`src/rtl/ekf_pkg.sv`:
```
// Shared constants for the EKF-SLAM command path: stage codes, one-hot stage
// requests and the sequencer state encoding.
package ekf_pkg;

   localparam logic [1:0] STG_PREDICT = 2'd0;
   localparam logic [1:0] STG_NEWLM   = 2'd1;
   localparam logic [1:0] STG_UPDATE  = 2'd2;
   localparam logic [1:0] STG_ILLEGAL = 2'd3;

   localparam logic [2:0] SV_PREDICT  = 3'b001;
   localparam logic [2:0] SV_NEWLM    = 3'b010;
   localparam logic [2:0] SV_UPDATE   = 3'b100;

   localparam logic [1:0] ST_IDLE      = 2'd0;
   localparam logic [1:0] ST_ISSUE     = 2'd1;
   localparam logic [1:0] ST_WAIT_BUSY = 2'd2;
   localparam logic [1:0] ST_WAIT_DONE = 2'd3;

   function automatic logic [2:0] stage_onehot(input logic [1:0] stg);
      case (stg)
         STG_PREDICT: return SV_PREDICT;
         STG_NEWLM:   return SV_NEWLM;
         STG_UPDATE:  return SV_UPDATE;
         default:     return 3'b000;
      endcase
   endfunction

endpackage

```
`src/rtl/ekf_stage_sequencer_if.sv`:
```
// PS command port and core stage handshake of the EKF stage sequencer.
// Operands are raw bit patterns here; the core interprets them as signed.
interface ekf_stage_sequencer_if #(parameter int DW = 32);

   logic          cmd_valid;
   logic          cmd_ready;
   logic [1:0]    cmd_stage;
   logic [DW-1:0] cmd_op0;
   logic [DW-1:0] cmd_op1;
   logic [2:0]    stage_val;
   logic [2:0]    stage_rdy;
   logic [DW-1:0] vlr;
   logic [DW-1:0] alpha;
   logic [DW-1:0] rk;
   logic [DW-1:0] phi;

   modport master (
      output cmd_valid, cmd_stage, cmd_op0, cmd_op1, stage_rdy,
      input  cmd_ready, stage_val, vlr, alpha, rk, phi
   );

   modport slave (
      input  cmd_valid, cmd_stage, cmd_op0, cmd_op1, stage_rdy,
      output cmd_ready, stage_val, vlr, alpha, rk, phi
   );

endinterface

```
`src/rtl/ekf_cmd_fifo.sv`:
```
// Synchronous command FIFO; the head entry is read straight from the register
// array so it is valid in the same cycle the FIFO becomes non-empty.
module ekf_cmd_fifo #(
   parameter int W  = 66,
   parameter int AW = 3
) (
   input  logic          clk,
   input  logic          rst,
   input  logic          wr_en,
   input  logic [W-1:0]  wr_data,
   input  logic          rd_en,
   output logic [W-1:0]  rd_data,
   output logic          full,
   output logic          empty,
   output logic [AW:0]   level
);

   localparam int DEPTH = 1 << AW;

   logic [W-1:0]  mem_q [DEPTH];
   logic [W-1:0]  mem_d [DEPTH];
   logic [AW-1:0] wr_ptr_q, wr_ptr_d;
   logic [AW-1:0] rd_ptr_q, rd_ptr_d;
   logic [AW:0]   level_q, level_d;
   logic          push, pop;

   assign full    = level_q[AW];
   assign empty   = (level_q == '0);
   assign level   = level_q;
   assign push    = wr_en & ~full;
   assign pop     = rd_en & ~empty;
   assign rd_data = mem_q[rd_ptr_q];

   always_comb begin
      mem_d    = mem_q;
      wr_ptr_d = wr_ptr_q;
      rd_ptr_d = rd_ptr_q;
      level_d  = level_q;
      if (push) begin
         mem_d[wr_ptr_q] = wr_data;
         wr_ptr_d        = wr_ptr_q + 1'b1;
      end
      if (pop) rd_ptr_d = rd_ptr_q + 1'b1;
      case ({push, pop})
         2'b10:   level_d = level_q + 1'b1;
         2'b01:   level_d = level_q - 1'b1;
         default: level_d = level_q;
      endcase
   end

   // Data words need no reset: the level count alone defines what is valid.
   always_ff @(posedge clk) begin
      if (rst) begin
         wr_ptr_q <= '0;
         rd_ptr_q <= '0;
         level_q  <= '0;
      end else begin
         wr_ptr_q <= wr_ptr_d;
         rd_ptr_q <= rd_ptr_d;
         level_q  <= level_d;
      end
      mem_q <= mem_d;
   end

endmodule

```
`src/rtl/ekf_stage_sequencer.sv`:
```
// Replays buffered predict/newlm/update commands onto the core stage handshake,
// holding operands stable for the whole stage and guarding it with a watchdog.
//   state        | meaning
//   ST_IDLE      | pop next command, load its operand pair
//   ST_ISSUE     | stage_val asserted until core accepts with stage_rdy[s]
//   ST_WAIT_BUSY | waiting for core to drop stage_rdy[s] (stage started)
//   ST_WAIT_DONE | waiting for stage_rdy[s] to return (stage complete)
module ekf_stage_sequencer
   import ekf_pkg::*;
#(
   parameter int DW        = 32,
   parameter int FIFO_AW   = 3,
   parameter int TIMEOUT_W = 16
) (
   input  logic                 clk,
   input  logic                 sys_rst,
   ekf_stage_sequencer_if.slave bus,
   input  logic                 err_clr,
   output logic                 busy,
   output logic [FIFO_AW:0]     fifo_level,
   output logic [15:0]          done_cnt,
   output logic                 err_illegal,
   output logic                 err_timeout
);

   localparam int FW = 2 + 2*DW;
   // Last count before the limit, so a stage occupies at most 2**TIMEOUT_W-1 cycles.
   localparam logic [TIMEOUT_W-1:0] WDOG_LAST = {{(TIMEOUT_W-1){1'b1}}, 1'b0};

   logic [1:0]           state_q, state_d;
   logic [1:0]           stg_q, stg_d;
   logic [2:0]           stage_val_q, stage_val_d;
   logic [DW-1:0]        vlr_q, vlr_d, alpha_q, alpha_d, rk_q, rk_d, phi_q, phi_d;
   logic [TIMEOUT_W-1:0] wdog_q, wdog_d;
   logic [15:0]          done_cnt_q, done_cnt_d;
   logic                 err_illegal_q, err_illegal_d, err_timeout_q, err_timeout_d;

   logic          fifo_wr, fifo_rd, fifo_full, fifo_empty, illegal_push, rdy_s, timeout;
   logic [FW-1:0] fifo_wdata, fifo_rdata;
   logic [1:0]    head_stg;

   assign fifo_wdata   = {bus.cmd_stage, bus.cmd_op0, bus.cmd_op1};
   assign fifo_wr      = bus.cmd_valid & (bus.cmd_stage != STG_ILLEGAL);
   assign illegal_push = bus.cmd_valid & ~fifo_full & (bus.cmd_stage == STG_ILLEGAL);
   assign head_stg     = fifo_rdata[FW-1 -: 2];
   assign rdy_s        = |(bus.stage_rdy & stage_onehot(stg_q));

   ekf_cmd_fifo #(.W(FW), .AW(FIFO_AW)) u_fifo (
      .clk     (clk),
      .rst     (sys_rst),
      .wr_en   (fifo_wr),
      .wr_data (fifo_wdata),
      .rd_en   (fifo_rd),
      .rd_data (fifo_rdata),
      .full    (fifo_full),
      .empty   (fifo_empty),
      .level   (fifo_level)
   );

   always_comb begin
      state_d     = state_q;
      stg_d       = stg_q;
      stage_val_d = stage_val_q;
      vlr_d       = vlr_q;
      alpha_d     = alpha_q;
      rk_d        = rk_q;
      phi_d       = phi_q;
      wdog_d      = wdog_q;
      done_cnt_d  = done_cnt_q;
      fifo_rd     = 1'b0;
      timeout     = 1'b0;
      if (state_q != ST_IDLE) wdog_d = wdog_q + 1'b1;
      case (state_q)
         ST_IDLE: if (!fifo_empty) begin
            fifo_rd = 1'b1;
            stg_d   = head_stg;
            wdog_d  = '0;
            state_d = ST_ISSUE;
            if (head_stg == STG_PREDICT) begin
               vlr_d   = fifo_rdata[2*DW-1 -: DW];
               alpha_d = fifo_rdata[DW-1:0];
            end else begin
               rk_d  = fifo_rdata[2*DW-1 -: DW];
               phi_d = fifo_rdata[DW-1:0];
            end
         end
         ST_ISSUE: begin
            if ((stage_val_q != 3'b000) && rdy_s) begin
               stage_val_d = 3'b000;
               state_d     = ST_WAIT_BUSY;
            end else begin
               stage_val_d = stage_onehot(stg_q);
            end
         end
         ST_WAIT_BUSY: if (!rdy_s) state_d = ST_WAIT_DONE;
         ST_WAIT_DONE: if (rdy_s) begin
            state_d    = ST_IDLE;
            done_cnt_d = done_cnt_q + 16'd1;
         end
         default: state_d = ST_IDLE;
      endcase
      // Watchdog overrides any handshake progress in the same cycle.
      if ((state_q != ST_IDLE) && (wdog_q == WDOG_LAST)) begin
         timeout     = 1'b1;
         state_d     = ST_IDLE;
         stage_val_d = 3'b000;
         done_cnt_d  = done_cnt_q;
      end
      err_illegal_d = illegal_push | (err_illegal_q & ~err_clr);
      err_timeout_d = timeout | (err_timeout_q & ~err_clr);
   end

   always_ff @(posedge clk) begin
      if (sys_rst) begin
         state_q       <= ST_IDLE;
         stg_q         <= '0;
         stage_val_q   <= '0;
         vlr_q         <= '0;
         alpha_q       <= '0;
         rk_q          <= '0;
         phi_q         <= '0;
         wdog_q        <= '0;
         done_cnt_q    <= '0;
         err_illegal_q <= 1'b0;
         err_timeout_q <= 1'b0;
      end else begin
         state_q       <= state_d;
         stg_q         <= stg_d;
         stage_val_q   <= stage_val_d;
         vlr_q         <= vlr_d;
         alpha_q       <= alpha_d;
         rk_q          <= rk_d;
         phi_q         <= phi_d;
         wdog_q        <= wdog_d;
         done_cnt_q    <= done_cnt_d;
         err_illegal_q <= err_illegal_d;
         err_timeout_q <= err_timeout_d;
      end
   end

   assign bus.cmd_ready = ~fifo_full;
   assign bus.stage_val = stage_val_q;
   assign bus.vlr       = vlr_q;
   assign bus.alpha     = alpha_q;
   assign bus.rk        = rk_q;
   assign bus.phi       = phi_q;
   assign busy          = (state_q != ST_IDLE) | ~fifo_empty;
   assign done_cnt      = done_cnt_q;
   assign err_illegal   = err_illegal_q;
   assign err_timeout   = err_timeout_q;

endmodule

```
`src/flat_wrapper.sv`:
```
// flat-port wrapper written by rule: the top's interface ports become plain ports
module ekf_stage_sequencer_flat import ekf_pkg::*;
#(
   parameter int DW        = 32,
   parameter int FIFO_AW   = 3,
   parameter int TIMEOUT_W = 16
)
  (clk, sys_rst, err_clr, busy, fifo_level, done_cnt, err_illegal, err_timeout, bus_cmd_valid, bus_cmd_stage, bus_cmd_op0, bus_cmd_op1, bus_stage_rdy, bus_cmd_ready, bus_stage_val, bus_vlr, bus_alpha, bus_rk, bus_phi);
  ekf_stage_sequencer_if #(.DW(DW)) bus_i ();
  input  logic clk;
  input  logic sys_rst;
  input  logic err_clr;
  output logic busy;
  output logic [FIFO_AW:0] fifo_level;
  output logic [15:0] done_cnt;
  output logic err_illegal;
  output logic err_timeout;
  input wire logic [$bits(bus_i.cmd_valid)-1:0] bus_cmd_valid;
  input wire logic [$bits(bus_i.cmd_stage)-1:0] bus_cmd_stage;
  input wire logic [$bits(bus_i.cmd_op0)-1:0] bus_cmd_op0;
  input wire logic [$bits(bus_i.cmd_op1)-1:0] bus_cmd_op1;
  input wire logic [$bits(bus_i.stage_rdy)-1:0] bus_stage_rdy;
  output wire logic [$bits(bus_i.cmd_ready)-1:0] bus_cmd_ready;
  output wire logic [$bits(bus_i.stage_val)-1:0] bus_stage_val;
  output wire logic [$bits(bus_i.vlr)-1:0] bus_vlr;
  output wire logic [$bits(bus_i.alpha)-1:0] bus_alpha;
  output wire logic [$bits(bus_i.rk)-1:0] bus_rk;
  output wire logic [$bits(bus_i.phi)-1:0] bus_phi;
  assign bus_i.cmd_valid = bus_cmd_valid;
  assign bus_i.cmd_stage = bus_cmd_stage;
  assign bus_i.cmd_op0 = bus_cmd_op0;
  assign bus_i.cmd_op1 = bus_cmd_op1;
  assign bus_i.stage_rdy = bus_stage_rdy;
  assign bus_cmd_ready = bus_i.cmd_ready;
  assign bus_stage_val = bus_i.stage_val;
  assign bus_vlr = bus_i.vlr;
  assign bus_alpha = bus_i.alpha;
  assign bus_rk = bus_i.rk;
  assign bus_phi = bus_i.phi;
  ekf_stage_sequencer #(.DW(DW), .FIFO_AW(FIFO_AW), .TIMEOUT_W(TIMEOUT_W)) u_core (.clk(clk), .sys_rst(sys_rst), .bus(bus_i), .err_clr(err_clr), .busy(busy), .fifo_level(fifo_level), .done_cnt(done_cnt), .err_illegal(err_illegal), .err_timeout(err_timeout));
endmodule
```
`config.mk`:
```
export PLATFORM = sky130hd
export DESIGN_NAME = ekf_stage_sequencer_flat
export DESIGN_NICKNAME = d
export VERILOG_FILES = /design/src/rtl/ekf_pkg.sv /design/src/rtl/ekf_stage_sequencer_if.sv /design/src/rtl/ekf_cmd_fifo.sv /design/src/rtl/ekf_stage_sequencer.sv /design/src/flat_wrapper.sv
export SDC_FILE = /design/constraint.sdc
export NUM_CORES = 1
export LEC_CHECK = 0
export ABC_AREA = 1
export CORE_UTILIZATION = 52
export DETAILED_ROUTE_END_ITERATION = 8
export GPL_ROUTABILITY_DRIVEN = 0
export PLACE_DENSITY = 0.75
export SLEW_MARGIN = 20
export SYNTH_ARGS = -nofsm -noshare
export SYNTH_HDL_FRONTEND = slang
export SYNTH_HIERARCHICAL = 1
export SYNTH_SLANG_ARGS = --single-unit
```
`constraint.sdc`:
```
create_clock -name clk -period 4.3 [get_ports clk]
set_clock_uncertainty 0.05 [all_clocks]
set_input_delay 0.43 -clock clk [delete_from_list [all_inputs] [get_ports clk]]
set_output_delay 0.43 -clock clk [all_outputs]
set_load 0.05 [all_outputs]
```
Word level (Yosys, flattened, before mapping)
Cells that the tools add are included.
W data, S select, Z words.
{"block": "totals", "regBits": 707, "latchBits": 0, "mem_bits_rw": 0, "romBits": 0, "in_bits": 73, "out_inout_bits": 155, "mem_count": 0}
{"block": "op_classes", "addsub": 6, "mul": 0, "div": 0, "magnitude_cmp": 3, "n_eq_ne": 14, "n_shift": 0, "mux": 20, "bitwise": 18, "n_reduce_logical": 17}
{"op": "$bwmux W528", "count": 1}
{"op": "$bmux W66 S3", "count": 1}
{"op": "$demux W66 S3", "count": 1}
{"op": "$mux W66", "count": 3}
{"op": "$mux W16", "count": 3}
{"op": "$add A16 B1 Y16 const B", "count": 2}
{"op": "$eq A16 B16 Y1 const B", "count": 1}
{"op": "$eq A2 B2 Y1 const B", "count": 5}
{"op": "$pmux W3 S3", "count": 1}
{"op": "$reduce_and A3 Y1", "count": 3}
{"op": "$ge A4 B4 Y1 const B", "count": 2}
{"op": "$mux W2", "count": 4}
{"op": "$not A3 Y4", "count": 2}
{"op": "$pmux W2 S4", "count": 1}
{"op": "$pmux W4 S2", "count": 1}
{"op": "$and A1 B1 Y1", "count": 7}
{"op": "$add A3 B1 Y3 const B", "count": 2}
{"op": "$eq A2 B1 Y1 const B", "count": 3}
{"op": "$logic_not A2 Y1", "count": 3}
{"op": "$ne A2 B2 Y1 const B", "count": 3}
{"op": "$not A1 Y1", "count": 5}
{"op": "$add A4 B1 Y4 const B", "count": 1}
{"op": "$logic_not A4 Y1", "count": 1}
{"op": "$lt A4 B1 Y1 const B", "count": 1}
{"op": "other kinds (13)", "count": 21}

Logic depth before layout (Yosys ltp)
{"block": "depth", "word_depth": 7, "ltp_mapped": 16, "ltp_nobuf": 15}

Hierarchy
Netlist, hierarchy kept.
{"mod": "ekf_cmd_fifo", "instances": 1, "cells_each": 1846, "area_per_inst_um2": 21725.8, "seq_area_each_um2": 16055.4}
{"mod": "ekf_stage_sequencer", "instances": 1, "cells_each": 888, "area_per_inst_um2": 6859.1, "seq_area_each_um2": 3383.2}

Least setup slack after synthesis
Ideal clock, no wire load.
{"block": "synth_path", "path_type": "in2reg", "from": "in bus_cmd_valid", "to": "reg u_core/u_fifo/mem_q[100] in the netlist's numbering (enable)", "setup_ns": 0.490, "arrival_time_ns": 3.688, "required_time_ns": 3.760, "setup_slack_ns": 0.071, "path_stages": 5, "cell_sequence": "a21boi_0 nand2_1 inv_1 nand2_1 nor2_1"}
{"block": "synth_between", "elab_chain_len": 2}
{"element": "start: declaration", "line_no": "flat_wrapper.sv:18", "source": "input wire logic [$bits(bus_i.cmd_valid)-1:0] bus_cmd_valid;"}
{"element": "$and A1 B1 Y1", "line_no": "ekf_stage_sequencer.sv:43", "source": "assign fifo_wr = bus.cmd_valid & (bus.cmd_stage != STG_ILLEGAL);"}
{"element": "$and A1 B1 Y1", "line_no": "ekf_cmd_fifo.sv:30", "source": "assign push = wr_en & ~full;"}
{"element": "end signal: assignment", "line_no": "ekf_cmd_fifo.sv:62", "source": "mem_q <= mem_d;"}
{"element": "end: declaration", "line_no": "ekf_cmd_fifo.sv:20", "source": "logic [W-1:0] mem_q [DEPTH];"}
Every way passes these cells.
A chain may end at the register's enable or synchronous reset.

Final worst setup path
{"block": "layout_path", "from": "reg u_core.u_fifo.rd_ptr_q[2]", "to": "reg u_core.alpha_q[31], in the netlist u_core/bus.alpha[31]"}
{"block": "layout_between", "elab_chain_len": 6}
{"element": "start: declaration", "line_no": "ekf_cmd_fifo.sv:23", "source": "logic [AW-1:0] rd_ptr_q, rd_ptr_d;"}
{"element": "start signal: assignment", "line_no": "ekf_cmd_fifo.sv:59", "source": "rd_ptr_q <= rd_ptr_d;"}
{"element": "$not A3 Y4 (not written as such)", "line_no": "ekf_cmd_fifo.sv:32", "source": "assign rd_data = mem_q[rd_ptr_q];"}
{"element": "$bmux W66 S3", "line_no": "ekf_cmd_fifo.sv:32"}
{"element": "$mux W66 (not written as such) (2 in series)", "line_no": "ekf_cmd_fifo.sv:32"}
{"element": "named net u_core.fifo_rdata[65]", "line_no": "ekf_stage_sequencer.sv:39", "source": "logic [FW-1:0] fifo_wdata, fifo_rdata;"}
{"element": "$logic_not A2 Y1", "line_no": "ekf_stage_sequencer.sv:79", "source": "if (head_stg == STG_PREDICT) begin"}
{"element": "$reduce_and A3 Y1 (no source line)"}
{"element": "end signal: assignment", "line_no": "ekf_stage_sequencer.sv:131", "source": "alpha_q <= alpha_d;"}
{"element": "end: declaration", "line_no": "ekf_stage_sequencer.sv:33", "source": "logic [DW-1:0] vlr_q, vlr_d, alpha_q, alpha_d, rk_q, rk_d, phi_q, phi_d;"}
The timed path passes the listed nets, and every way through them passes these cells. The select of a mux whose other input is x is not followed.

==> reports/metrics.yaml <==
num_io_pins: 228
final_cells: 3670
critPathMaxStageDelay_ns: 0.71
multi_input_area_um2: 7920
cts_buffers: 73
fp.dieH_um: 236
ys_seq_area_frac: 0.680
dr.pass1.iters: 6
pwr-share-seq: 0.372
ys_warn_count: 6
cts_resized: 0
hold_path_class: "in2reg"
pwr-share-comb: 0.343
synth_seq_cells: 707
p_sw_mw: 8.58
hold_violations: 0
start_util: 0.529
tns_ns: 0
intPower_mw: 14.0
layout-drive-gt1-share: 0.0700
critPathArrivalTime_ns: 3.67
grt_pass1_wl_um: 110000
post-place-ws_ns: 1.04
cap_violations: 0
ys_types: 40
end_kind: "flop"
ir_worst_vdd_mv: 0.507
period_minus_slack_ns: 3.19
postPlaceCellArea_um2: 31100
totalWireLength_um: 70100
insertion_delay_ns: 0.62
cts_tree: "done"
ant_nets: 0
htree_num_levels: 3
slowest_stage: "dfxtp_4"
drtIter0Drc: 2201
avgViaCountPerCell: 5.55
finalSetupViolCount: 0
core_um2: 54000
grt_usage: 0.251
crit_chain: "inv_2 -> nand2_1 -> nand2_1 -> nor2_4 -> nand2_4 -> inv_2 -> buf_4 -> o21ai_0 -> a21oi_1"
wl_per_cell_um: 19.1
drc: 0
port_buffers: 227
slew_headroom: 0.283
nNetsFinal: 3000
num_rows: 85
hold-path-cell-count: 3
reg2reg_slack_ns: 1.11
p_leak_nw: 12.3
hp-start: "bus_cmd_valid"
syn_nets: 2820
whs_ns: 0.414
grt_pass1_vias: 19900
rsz0062_at_grt: "false"
clk_path_buf_depth: 3
crit_path_start_kind: "flop"
regArea_um2: 19400
r2r_start: "u_core/u_fifo/rd_ptr_q[2]"
fmax_ghz: 0.314
synthToLayoutAreaGrowth_pct: 17.5
antenna_found_initial: 4
cts_setup_buffers: 0
post_synth.cell_area_avg_um2: 10.5
p_per_area_nw_per_um2: 672
hold_end: "u_core/err_illegal"
setup_ws_ns: 1.11
gr-total-overflow: 0
clkSlewWorstSetupHoldPaths_ns: 0.06
timing.rr.end: "u_core/bus.alpha[31]"
fill_cells: 4080
cts_sinks: 707
status: "completed"
grt_max_degree: 108
critPathKind: "reg2reg"
tightest_slew_ns: 1.08
cts_hold_buffers: 0
syn_inst: 2734
hpwl_um: 40600
vias: 20400
fin_area_um2: 33600
p_sw_frac: 0.380
cts_root_buf: "clkbuf_16"
timing.final.crit_share: 0.742
critPathMaxFanout: 39
clock_power_share: 0.286
place_inst: 3535
reg2reg_depth: 9
fp.dieArea_um2: 55900
die_x_um: 236
maxSlewViolCount: 0
syn_area_um2: 28600
cp.required_ns: 4.78
==> registers in the layout, indices dropped and copies added (netlist names) <==
register,count
u_core/u_fifo/mem_q,528
u_core/bus.alpha,32
u_core/bus.phi,32
u_core/bus.rk,32
u_core/bus.vlr,32
u_core/done_cnt,16
u_core/wdog_q,16
u_core/u_fifo/level,4
u_core/bus.stage_val,3
u_core/u_fifo/rd_ptr_q,3
u_core/u_fifo/wr_ptr_q,3
u_core/state_q,2
u_core/stg_q,2
u_core/err_illegal,1
u_core/err_timeout,1
==> critical path, delay by kind of cell, from the launching register on <==
kind                   cells  cell delay (ns)
buffers and inverters      3             1.40
and+or+nand+nor            4             0.60
AOI/OAI and AO/OA          2             0.30
DFF                        1             0.71
==> cell usage after synthesis <==
cell,count,area [um^2]
nor3_2,2,20.0
nand2_1,430,1610
nor2_8,2,40.0
buf_1,11,41.3
a21oi_2,10,87.6
a21boi_0,1,7.51
nor2_4,4,45.0
inv_4,3,18.8
clkinv_1,2,7.51
nor2_1,754,2830
xnor2_1,4,35.0
ha_1,12,150
a31oi_1,1,6.26
nand4_1,9,56.3
o31ai_1,1,7.51
clkbuf_2,13,65.1
nand2_2,13,81.3
nand4_4,1,21.3
buf_2,60,300
nand3_1,27,135
clkbuf_1,26,97.6
or2_2,3,18.8
nand3_2,1,10.0
edfxtp_1,528,15900
a21oi_1,34,170
o21ai_1,132,661
a211oi_1,1,7.51
buf_6,41,462
inv_2,5,18.8
buf_4,4,30.0
a22oi_1,1,7.51
inv_1,62,233
buf_8,1,15.0
nor3_1,66,330
xor2_1,9,78.8
nand2_4,2,22.5
fa_1,1,20.0
nor2_2,2,12.5
o21ai_0,276,1380
dfxtp_1,179,3580
==> power groups by stage <==
stage / Combinational (mW) / Clock, mW / Sequential [mW]
2_1_floorplan: 4.21 / 0 / 9.90
3_3_place_gp: 7.46 / 0 / 8.50
3_5_place_dp: 7.62 / 0 / 8.52
4_1_cts: 7.69 / 6.53 / 8.39
5_1_grt: 8.41 / 6.81 / 8.45
6_report: 7.73 / 6.44 / 8.39
==> logic make-up (layout without fill, tap and decap cells) <==
| kind of cell | Yosys count | in the layout | share of synthesized area |
|---|---|---|---|
| xor+xnor | 13 | 13 | 0.00398 |
| simple gates | 1316 | 1316 | 0.183 |
| compound gates | 457 | 457 | 0.0817 |
| buf+inv | 228 | 467 | 0.0451 |
| flops | 707 | 707 | 0.680 |
| fa+ha+maj | 13 | 13 | 0.00595 |
| other cells | 0 | 1 | 0 |
==> layer usage <==
metal | global-route usage | vias up | routed length [um]
met5 | 0 | - | 27
met4 | 0.0882 | 4 | 1540
met3 | 0.0458 | 120 | 5260
met2 | 0.418 | 880 | 34400
met1 | 0.330 | 9775 | 28900
li1 | - | 9583 | -
==> placed cells by master (no fill, tap or decap), drive strengths merged, types with 3 or more instances in the layout <==
cell type and count:
edfxtp 528, nand3 28, nor3 68, o21ai 408
xor2 9, dfxtp 179, clkinvlp 3, a21oi 44
bufinv 8, xnor2 4, buf 34, inv 78
clkdlybuf4s50 227, nor2 762, ha 12, clkinv 19
or2 3, nand4 10, clkbuf 98, nand2 445
==> per-stage QoR <==
stage,utilization,power (mW)
final,0.621,22.6
after global routing,0.621,23.7
after CTS,0.621,22.6
after detailed placement,0.576,16.1
after global placement,0.576,16.0
after floorplan,-,14.1
==> final cells by class <==
cell class / count / share of cell area
Antenna cell: 1 / 0.0000745
Clock buffer: 98 / 0.0603
Clock inverter: 36 / 0.0128
Inverter: 72 / 0.00857
Multi-Input combinational cell: 1799 / 0.236
Sequential cell: 707 / 0.579
Tap cell: 696 / 0.0259
Timing Repair Buffer: 261 / 0.0772
==> worst max-delay path by stage <==
stage                                    end  cells past startpoint                       from  slack, ns
floorplan           u_core/u_fifo/mem_q[100]                      5              bus_cmd_valid       0.07
global placement    u_core/u_fifo/mem_q[287]                      7           bus_cmd_stage[0]       1.13
detailed placement  u_core/u_fifo/mem_q[208]                      7           bus_cmd_stage[0]       1.04
CTS                     u_core/bus.alpha[31]                     13  u_core/u_fifo/rd_ptr_q[0]       1.16
global route            u_core/bus.alpha[31]                     13  u_core/u_fifo/rd_ptr_q[0]       0.90
finish                  u_core/bus.alpha[31]                      9  u_core/u_fifo/rd_ptr_q[2]       1.11
(Power assumes the default switching activity.)
